===== src/rtl/spm_port_arbiter_pkg.sv =====
// Shared encodings for the SPM port-B arbiter: strobe/direction polarities and FSM states.
// Optional feature macro used by the arbiter: SPM_PORT_ARBITER_LOCK_EN.
package spm_port_arbiter_pkg;

    localparam logic ENABLE_  = 1'b0;
    localparam logic DISABLE_ = 1'b1;
    localparam logic READ     = 1'b1;
    localparam logic WRITE    = 1'b0;

    localparam int SPM_ARB_STATE_W = 2;

    typedef enum logic [SPM_ARB_STATE_W-1:0] {
        SPM_ARB_IDLE  = 2'd0,
        SPM_ARB_BUSY0 = 2'd1,
        SPM_ARB_BUSY1 = 2'd2
    } spm_arb_state_e;

endpackage


===== src/rtl/spm_port_arbiter_if.sv =====
// Bundle of both requester ports and the SPM port-B side of the arbiter.
// slave = arbiter view; master = requesters plus SPM (the surrounding system).
interface spm_port_arbiter_if #(
    parameter int ADDR_W = 12,
    parameter int DATA_W = 32
);
    logic              m0_as_;
    logic              m0_rw;
    logic [ADDR_W-1:0] m0_addr;
    logic [DATA_W-1:0] m0_wr_data;
    logic [DATA_W-1:0] m0_rd_data;
    logic              m0_rdy_;

    logic              m1_as_;
    logic              m1_rw;
    logic [ADDR_W-1:0] m1_addr;
    logic [DATA_W-1:0] m1_wr_data;
    logic [DATA_W-1:0] m1_rd_data;
    logic              m1_rdy_;
    logic              m1_lock_;

    logic              spm_as_;
    logic              spm_rw;
    logic [ADDR_W-1:0] spm_addr;
    logic [DATA_W-1:0] spm_wr_data;
    logic [DATA_W-1:0] spm_rd_data;

    modport slave (
        input  m0_as_, m0_rw, m0_addr, m0_wr_data,
        output m0_rd_data, m0_rdy_,
        input  m1_as_, m1_rw, m1_addr, m1_wr_data, m1_lock_,
        output m1_rd_data, m1_rdy_,
        output spm_as_, spm_rw, spm_addr, spm_wr_data,
        input  spm_rd_data
    );

    modport master (
        output m0_as_, m0_rw, m0_addr, m0_wr_data,
        input  m0_rd_data, m0_rdy_,
        output m1_as_, m1_rw, m1_addr, m1_wr_data, m1_lock_,
        input  m1_rd_data, m1_rdy_,
        input  spm_as_, spm_rw, spm_addr, spm_wr_data,
        output spm_rd_data
    );

endinterface


===== src/rtl/spm_port_arbiter.sv =====
// Shares SPM port B between the MEM stage (m0, priority) and the bus slave (m1); one access per cycle.
// Latency: issue same cycle as grant, rdy_/rd_data one cycle later; the completing requester is
// excluded so the two alternate. SPM_PORT_ARBITER_LOCK_EN adds an m1 bus-lock that holds off m0.
module spm_port_arbiter
    import spm_port_arbiter_pkg::*;
(
    input  logic                clk,
    input  logic                reset_,
    spm_port_arbiter_if.slave   bus
);

    spm_arb_state_e state_q, state_d;
    logic           elig0, elig1;
    logic           grant0, grant1;

`ifdef SPM_PORT_ARBITER_LOCK_EN
    logic lock_q, lock_d;
`else
    logic unused_lock;
    assign unused_lock = bus.m1_lock_;
`endif

    always_ff @(posedge clk or negedge reset_) begin
        if (!reset_) begin
            state_q <= SPM_ARB_IDLE;
        end else begin
            state_q <= state_d;
        end
    end

`ifdef SPM_PORT_ARBITER_LOCK_EN
    always_ff @(posedge clk or negedge reset_) begin
        if (!reset_) begin
            lock_q <= 1'b0;
        end else begin
            lock_q <= lock_d;
        end
    end
`endif

    // Grants are gated by reset_ so the port is released the instant reset asserts.
    always_comb begin
        elig0 = reset_ && (bus.m0_as_ == ENABLE_) && (state_q != SPM_ARB_BUSY0);
        elig1 = reset_ && (bus.m1_as_ == ENABLE_) && (state_q != SPM_ARB_BUSY1);
`ifdef SPM_PORT_ARBITER_LOCK_EN
        elig0 = elig0 && !lock_q;
`endif
        grant0 = elig0;
        grant1 = elig1 && !elig0;

        state_d = SPM_ARB_IDLE;
        if (grant0) begin
            state_d = SPM_ARB_BUSY0;
        end else if (grant1) begin
            state_d = SPM_ARB_BUSY1;
        end

`ifdef SPM_PORT_ARBITER_LOCK_EN
        lock_d = lock_q;
        if (lock_q && (bus.m1_lock_ != ENABLE_) && (state_q != SPM_ARB_BUSY1)) begin
            lock_d = 1'b0;
        end
        if (grant1 && (bus.m1_lock_ == ENABLE_)) begin
            lock_d = 1'b1;
        end
`endif
    end

    always_comb begin
        bus.spm_as_     = DISABLE_;
        bus.spm_rw      = READ;
        bus.spm_addr    = '0;
        bus.spm_wr_data = '0;
        bus.m0_rdy_     = DISABLE_;
        bus.m0_rd_data  = '0;
        bus.m1_rdy_     = DISABLE_;
        bus.m1_rd_data  = '0;

        if (grant0) begin
            bus.spm_as_     = ENABLE_;
            bus.spm_rw      = bus.m0_rw;
            bus.spm_addr    = bus.m0_addr;
            bus.spm_wr_data = bus.m0_wr_data;
        end else if (grant1) begin
            bus.spm_as_     = ENABLE_;
            bus.spm_rw      = bus.m1_rw;
            bus.spm_addr    = bus.m1_addr;
            bus.spm_wr_data = bus.m1_wr_data;
        end

        // Completion is a pure function of state: the access issued last cycle returns now.
        if (state_q == SPM_ARB_BUSY0) begin
            bus.m0_rdy_    = ENABLE_;
            bus.m0_rd_data = bus.spm_rd_data;
        end
        if (state_q == SPM_ARB_BUSY1) begin
            bus.m1_rdy_    = ENABLE_;
            bus.m1_rd_data = bus.spm_rd_data;
        end
    end

endmodule


===== src/flat_wrapper.sv =====
// flat-port wrapper written by rule: the top's interface ports become plain ports
module spm_port_arbiter_flat import spm_port_arbiter_pkg::*;
  (clk, reset_, bus_m0_as_, bus_m0_rw, bus_m0_addr, bus_m0_wr_data, bus_m0_rd_data, bus_m0_rdy_, bus_m1_as_, bus_m1_rw, bus_m1_addr, bus_m1_wr_data, bus_m1_lock_, bus_m1_rd_data, bus_m1_rdy_, bus_spm_as_, bus_spm_rw, bus_spm_addr, bus_spm_wr_data, bus_spm_rd_data);
  spm_port_arbiter_if #(.ADDR_W(12), .DATA_W(32)) bus_i ();
  input  logic clk;
  input  logic reset_;
  input wire logic [$bits(bus_i.m0_as_)-1:0] bus_m0_as_;
  input wire logic [$bits(bus_i.m0_rw)-1:0] bus_m0_rw;
  input wire logic [$bits(bus_i.m0_addr)-1:0] bus_m0_addr;
  input wire logic [$bits(bus_i.m0_wr_data)-1:0] bus_m0_wr_data;
  output wire logic [$bits(bus_i.m0_rd_data)-1:0] bus_m0_rd_data;
  output wire logic [$bits(bus_i.m0_rdy_)-1:0] bus_m0_rdy_;
  input wire logic [$bits(bus_i.m1_as_)-1:0] bus_m1_as_;
  input wire logic [$bits(bus_i.m1_rw)-1:0] bus_m1_rw;
  input wire logic [$bits(bus_i.m1_addr)-1:0] bus_m1_addr;
  input wire logic [$bits(bus_i.m1_wr_data)-1:0] bus_m1_wr_data;
  input wire logic [$bits(bus_i.m1_lock_)-1:0] bus_m1_lock_;
  output wire logic [$bits(bus_i.m1_rd_data)-1:0] bus_m1_rd_data;
  output wire logic [$bits(bus_i.m1_rdy_)-1:0] bus_m1_rdy_;
  output wire logic [$bits(bus_i.spm_as_)-1:0] bus_spm_as_;
  output wire logic [$bits(bus_i.spm_rw)-1:0] bus_spm_rw;
  output wire logic [$bits(bus_i.spm_addr)-1:0] bus_spm_addr;
  output wire logic [$bits(bus_i.spm_wr_data)-1:0] bus_spm_wr_data;
  input wire logic [$bits(bus_i.spm_rd_data)-1:0] bus_spm_rd_data;
  assign bus_i.m0_as_ = bus_m0_as_;
  assign bus_i.m0_rw = bus_m0_rw;
  assign bus_i.m0_addr = bus_m0_addr;
  assign bus_i.m0_wr_data = bus_m0_wr_data;
  assign bus_m0_rd_data = bus_i.m0_rd_data;
  assign bus_m0_rdy_ = bus_i.m0_rdy_;
  assign bus_i.m1_as_ = bus_m1_as_;
  assign bus_i.m1_rw = bus_m1_rw;
  assign bus_i.m1_addr = bus_m1_addr;
  assign bus_i.m1_wr_data = bus_m1_wr_data;
  assign bus_i.m1_lock_ = bus_m1_lock_;
  assign bus_m1_rd_data = bus_i.m1_rd_data;
  assign bus_m1_rdy_ = bus_i.m1_rdy_;
  assign bus_spm_as_ = bus_i.spm_as_;
  assign bus_spm_rw = bus_i.spm_rw;
  assign bus_spm_addr = bus_i.spm_addr;
  assign bus_spm_wr_data = bus_i.spm_wr_data;
  assign bus_i.spm_rd_data = bus_spm_rd_data;
  spm_port_arbiter u_core (.clk(clk), .reset_(reset_), .bus(bus_i));
endmodule

===== config.mk =====
export PLATFORM = sky130hd
export DESIGN_NAME = spm_port_arbiter_flat
export DESIGN_NICKNAME = d
export VERILOG_FILES = /design/src/rtl/spm_port_arbiter_pkg.sv /design/src/rtl/spm_port_arbiter_if.sv /design/src/rtl/spm_port_arbiter.sv /design/src/flat_wrapper.sv
export SDC_FILE = /design/constraint.sdc
export NUM_CORES = 1
export LEC_CHECK = 0
export BUFFER_PORTS_ARGS = -buffer_cell sky130_fd_sc_hd__buf_2
export CAP_MARGIN = 10
export CORE_AREA = 2 2 92 94
export CTS_CLUSTER_SIZE = 16
export DETAILED_ROUTE_END_ITERATION = 7
export DIE_AREA = 0 0 94 96
export SETUP_SLACK_MARGIN = 0.4
export SLEW_MARGIN = 20
export SYNTH_ARGS = -nofsm -noshare
export SYNTH_HDL_FRONTEND = slang
export SYNTH_SLANG_ARGS = --single-unit

===== constraint.sdc =====
create_clock -name clk -period 1.5 [get_ports clk]
set_clock_uncertainty 0.05 [all_clocks]
set_input_delay 0.15 -clock clk [delete_from_list [all_inputs] [get_ports clk]]
set_output_delay 0.15 -clock clk [all_outputs]
set_load 0.01 [all_outputs]

==> metrics.cfg <==
[floorplanning]
fp.dieArea_mm2=0.00902
fp.dieW_um=94
core_area_mm2=0.00805
rows=33
start_util_pct=13.1
dieHeight_um=96
pin_count=239

[finish]
layout.cells.non_filler=484
fillerInstances=866
drive_gt1_share_pct=76.0
nets=508
post-route-util_pct=33.4
syn_to_final_growth_pct=156
top_register=u_core.state_q
diodes=0
largest_reg_flops=2
top_regs=u_core.state_q x2

[pwr]
ir_worst_vdd_mv=0.443
power.switching_mw=0.367
p_comb_share_pct=73.4
intPower_mw=0.647
clockPowerShare_pct=20.6
p_per_area_mw_per_mm2=377
p_total_mw=1.01
swShare_pct=36.2
leakage_nw=1.69
seqPwrFrac_pct=6.0

[logic_synthesis]
async_reset_ff_share_pct=100
avgSynthCellArea_um2=7.56
yosysTopAreaCell=and2_1
synth_area_leaders=and2_1 (38%), a22o_1 (37%), buf_6 (8.6%)
yosysWarningCount=0
ys_seq_area_share_pct=4.76
yosys-top-cells-count=and2_1 (64), a22o_1 (44), buf_6 (8), clkbuf_1 (6), inv_1 (4)
synth_ff_type=dfrtp_1
synth.distinct_cells=16
syn_nets=266
yosysMostFrequentCell=and2_1
mappedNetlistArea_mm2=0.00105
synth_top_area_share_pct=38.1
ys_seq_elements=2
synth-edff-count=0
syn_inst=139

[setup_path]
required_ns=1.30
cp-end-kind=output pin
path_max_fanout=11
r2r-start=u_core.state_q[0]
cp-start-kind=flip-flop
reg2reg_depth=4
reg2reg_slack_ns=0.29
cp.arrival_ns=1.55
path_class=flip-flop to output pin
r2r-end=u_core.state_q[0]
cp_slowest_cell=dfrtp_1
worstPathCellList=nor2b_4, nor3b_4, buf_4, clkbuf_16, a22o_1, buf_2
max_stage_delay_ns=0.40

[global_routing]
grt_pass1_wl_um=7420
globalRouteTotalUtil_pct=10.2
use_met1_pct=12.4
overflow=0
met3_usage_pct=1.41
grt_start_max_net_pins=47
antenna_found_initial=0
gr-max-usage-layer=met2
use_met2_pct=19.7
grt_pass1_vias=1588

[placement]
routabilityCongestion=0.751
place_hpwl_um=4420
portBuffers=237
place_inst=470

[outcome]
status=complete, but fails checks
violations=setup timing

[routing]
vias_per_cell=4.14
wire_per_inst_um=12.8
firstDrtPassIters=4
ant_nets=0
drt_iter0_markers=35
wl_um=6200
drc=0
vias=2004

[timing]
period_needed_ns=1.75
rsz0062_at_grt=true
slew_violations=0
relSlewSlack_pct=84.8
worst_pin_slew_ns=0.228
finalHoldViolations=0
max_freq_mhz=571
finalSetupViolCount=112
setup_slack_ns=-0.251
timing.final.crit_share_pct=117

[cts]
cts_buffers=3
clk_path_buf_depth=2
cts_max_level=1
cts_tree=yes
clock_latency_ns=0.21
cts_sinks=2
clkSlewWorstSetupHoldPaths_ns=0.03
clockRootBuffer=clkbuf_8

[hold_path]
hold_path_class=primary input to async pin

[job]
maxCapViolations=0

==> timing repair <==
action	4_1_cts	5_1_grt
pin swaps	1	0
buffers inserted	3	0
endpoints found under the hold margin	2	0
gates resized for setup	5	0
endpoints found under the setup margin	114	114
hold buffers	1	0
gates cloned	4	3
==> routing by layer <==
layer | vias to the layer above | wire, µm
met3 | 0 | 613
li1 | 976 | -
met2 | 139 | 3300
met1 | 889 | 2290
met5 | - | 0
met4 | 0 | 0
==> layout make-up <==
class                      count  area, µm²  area share (%)
multi-input combinational    118        961            35.7
clock buffer                   3       41.3            1.53
timing repair buffer         252       1490            55.5
inverter                       4       15.0           0.558
tap                          105        131            4.88
sequential                     2       50.0            1.86
==> metrics by stage <==
stage / cell area [µm²] / setup slack, ns / TNS, ns / hold WS, ns
after floorplan: 1170 / 0.112 / 0 / -0.196
after global placement: 2410 / 0.00327 / 0 / -0.0989
after detailed placement: 2410 / -0.0372 / -0.772 / -0.0960
after CTS: 2620 / -0.253 / -18.51 / 0.246
after global routing: 2690 / -0.344 / -25.22 / 0.256
final: 2690 / -0.251 / -16.60 / 0.247
==> critical path, delay by kind of cell, from the launching register on <==
family | cells | cell delay, ns
buf+inv | 3 | 0.47
flops | 1 | 0.40
simple gates | 2 | 0.34
compound gates | 1 | 0.14
==> placed cells by master, fill, tap and decap left out <==
master         Yosys  final
buf_12             0      4
nor3b_4            0      1
buf_2              1    237
and2_4             0     28
nand2b_1           1      1
nor2b_4            1      1
clkbuf_16          0      3
nor2_4             0      2
and2_1            64     36
clkbuf_8           0      3
a21oi_4            1      1
a22oi_1            1      1
dlygate4sd3_1      0      1
inv_1              4      4
a22o_1            44     44
o21bai_1           1      1
and2b_2            0      1
buf_16             0      2
dfrtp_1            2      2
buf_4              0      3
nand2_1            1      1
bufbuf_16          0      2
==> power groups by stage <==
stage / registers [mW] / logic, mW / clock network [mW]
after floorplan: 0.0605 / 0.336 / 0
after global placement: 0.0608 / 0.643 / 0
after detailed placement: 0.0616 / 0.652 / 0
after CTS: 0.0610 / 0.722 / 0.216
after global routing: 0.0613 / 0.809 / 0.225
final: 0.0609 / 0.744 / 0.209
==> worst max path at each step <==
| stage | from | end | slack [ns] | cells after the start |
|---|---|---|---|---|
| global placement | u_core.state_q[0] | bus_spm_addr[7] | 0.003 | 5 |
| detailed placement | u_core.state_q[0] | bus_spm_wr_data[6] | -0.04 | 5 |
| floorplan | u_core.state_q[1] | bus_spm_addr[10] | 0.11 | 4 |
| CTS | u_core.state_q[0] | bus_spm_wr_data[27] | -0.25 | 6 |
| finish | u_core.state_q[0] | bus_spm_wr_data[25] | -0.25 | 6 |
| global route | u_core.state_q[0] | bus_spm_wr_data[23] | -0.34 | 6 |
==> kinds of logic (layout without fill, tap and decap cells) <==
logic type | count (synthesis) | in the layout | synth area share (%)
AND/OR/NAND/NOR | 71 | 71 | 43.0
AO/OA/AOI/OAI | 47 | 47 | 39.6
flip-flops | 2 | 2 | 4.76
buffers and inverters | 19 | 259 | 12.6
(Power assumes the default switching activity.)
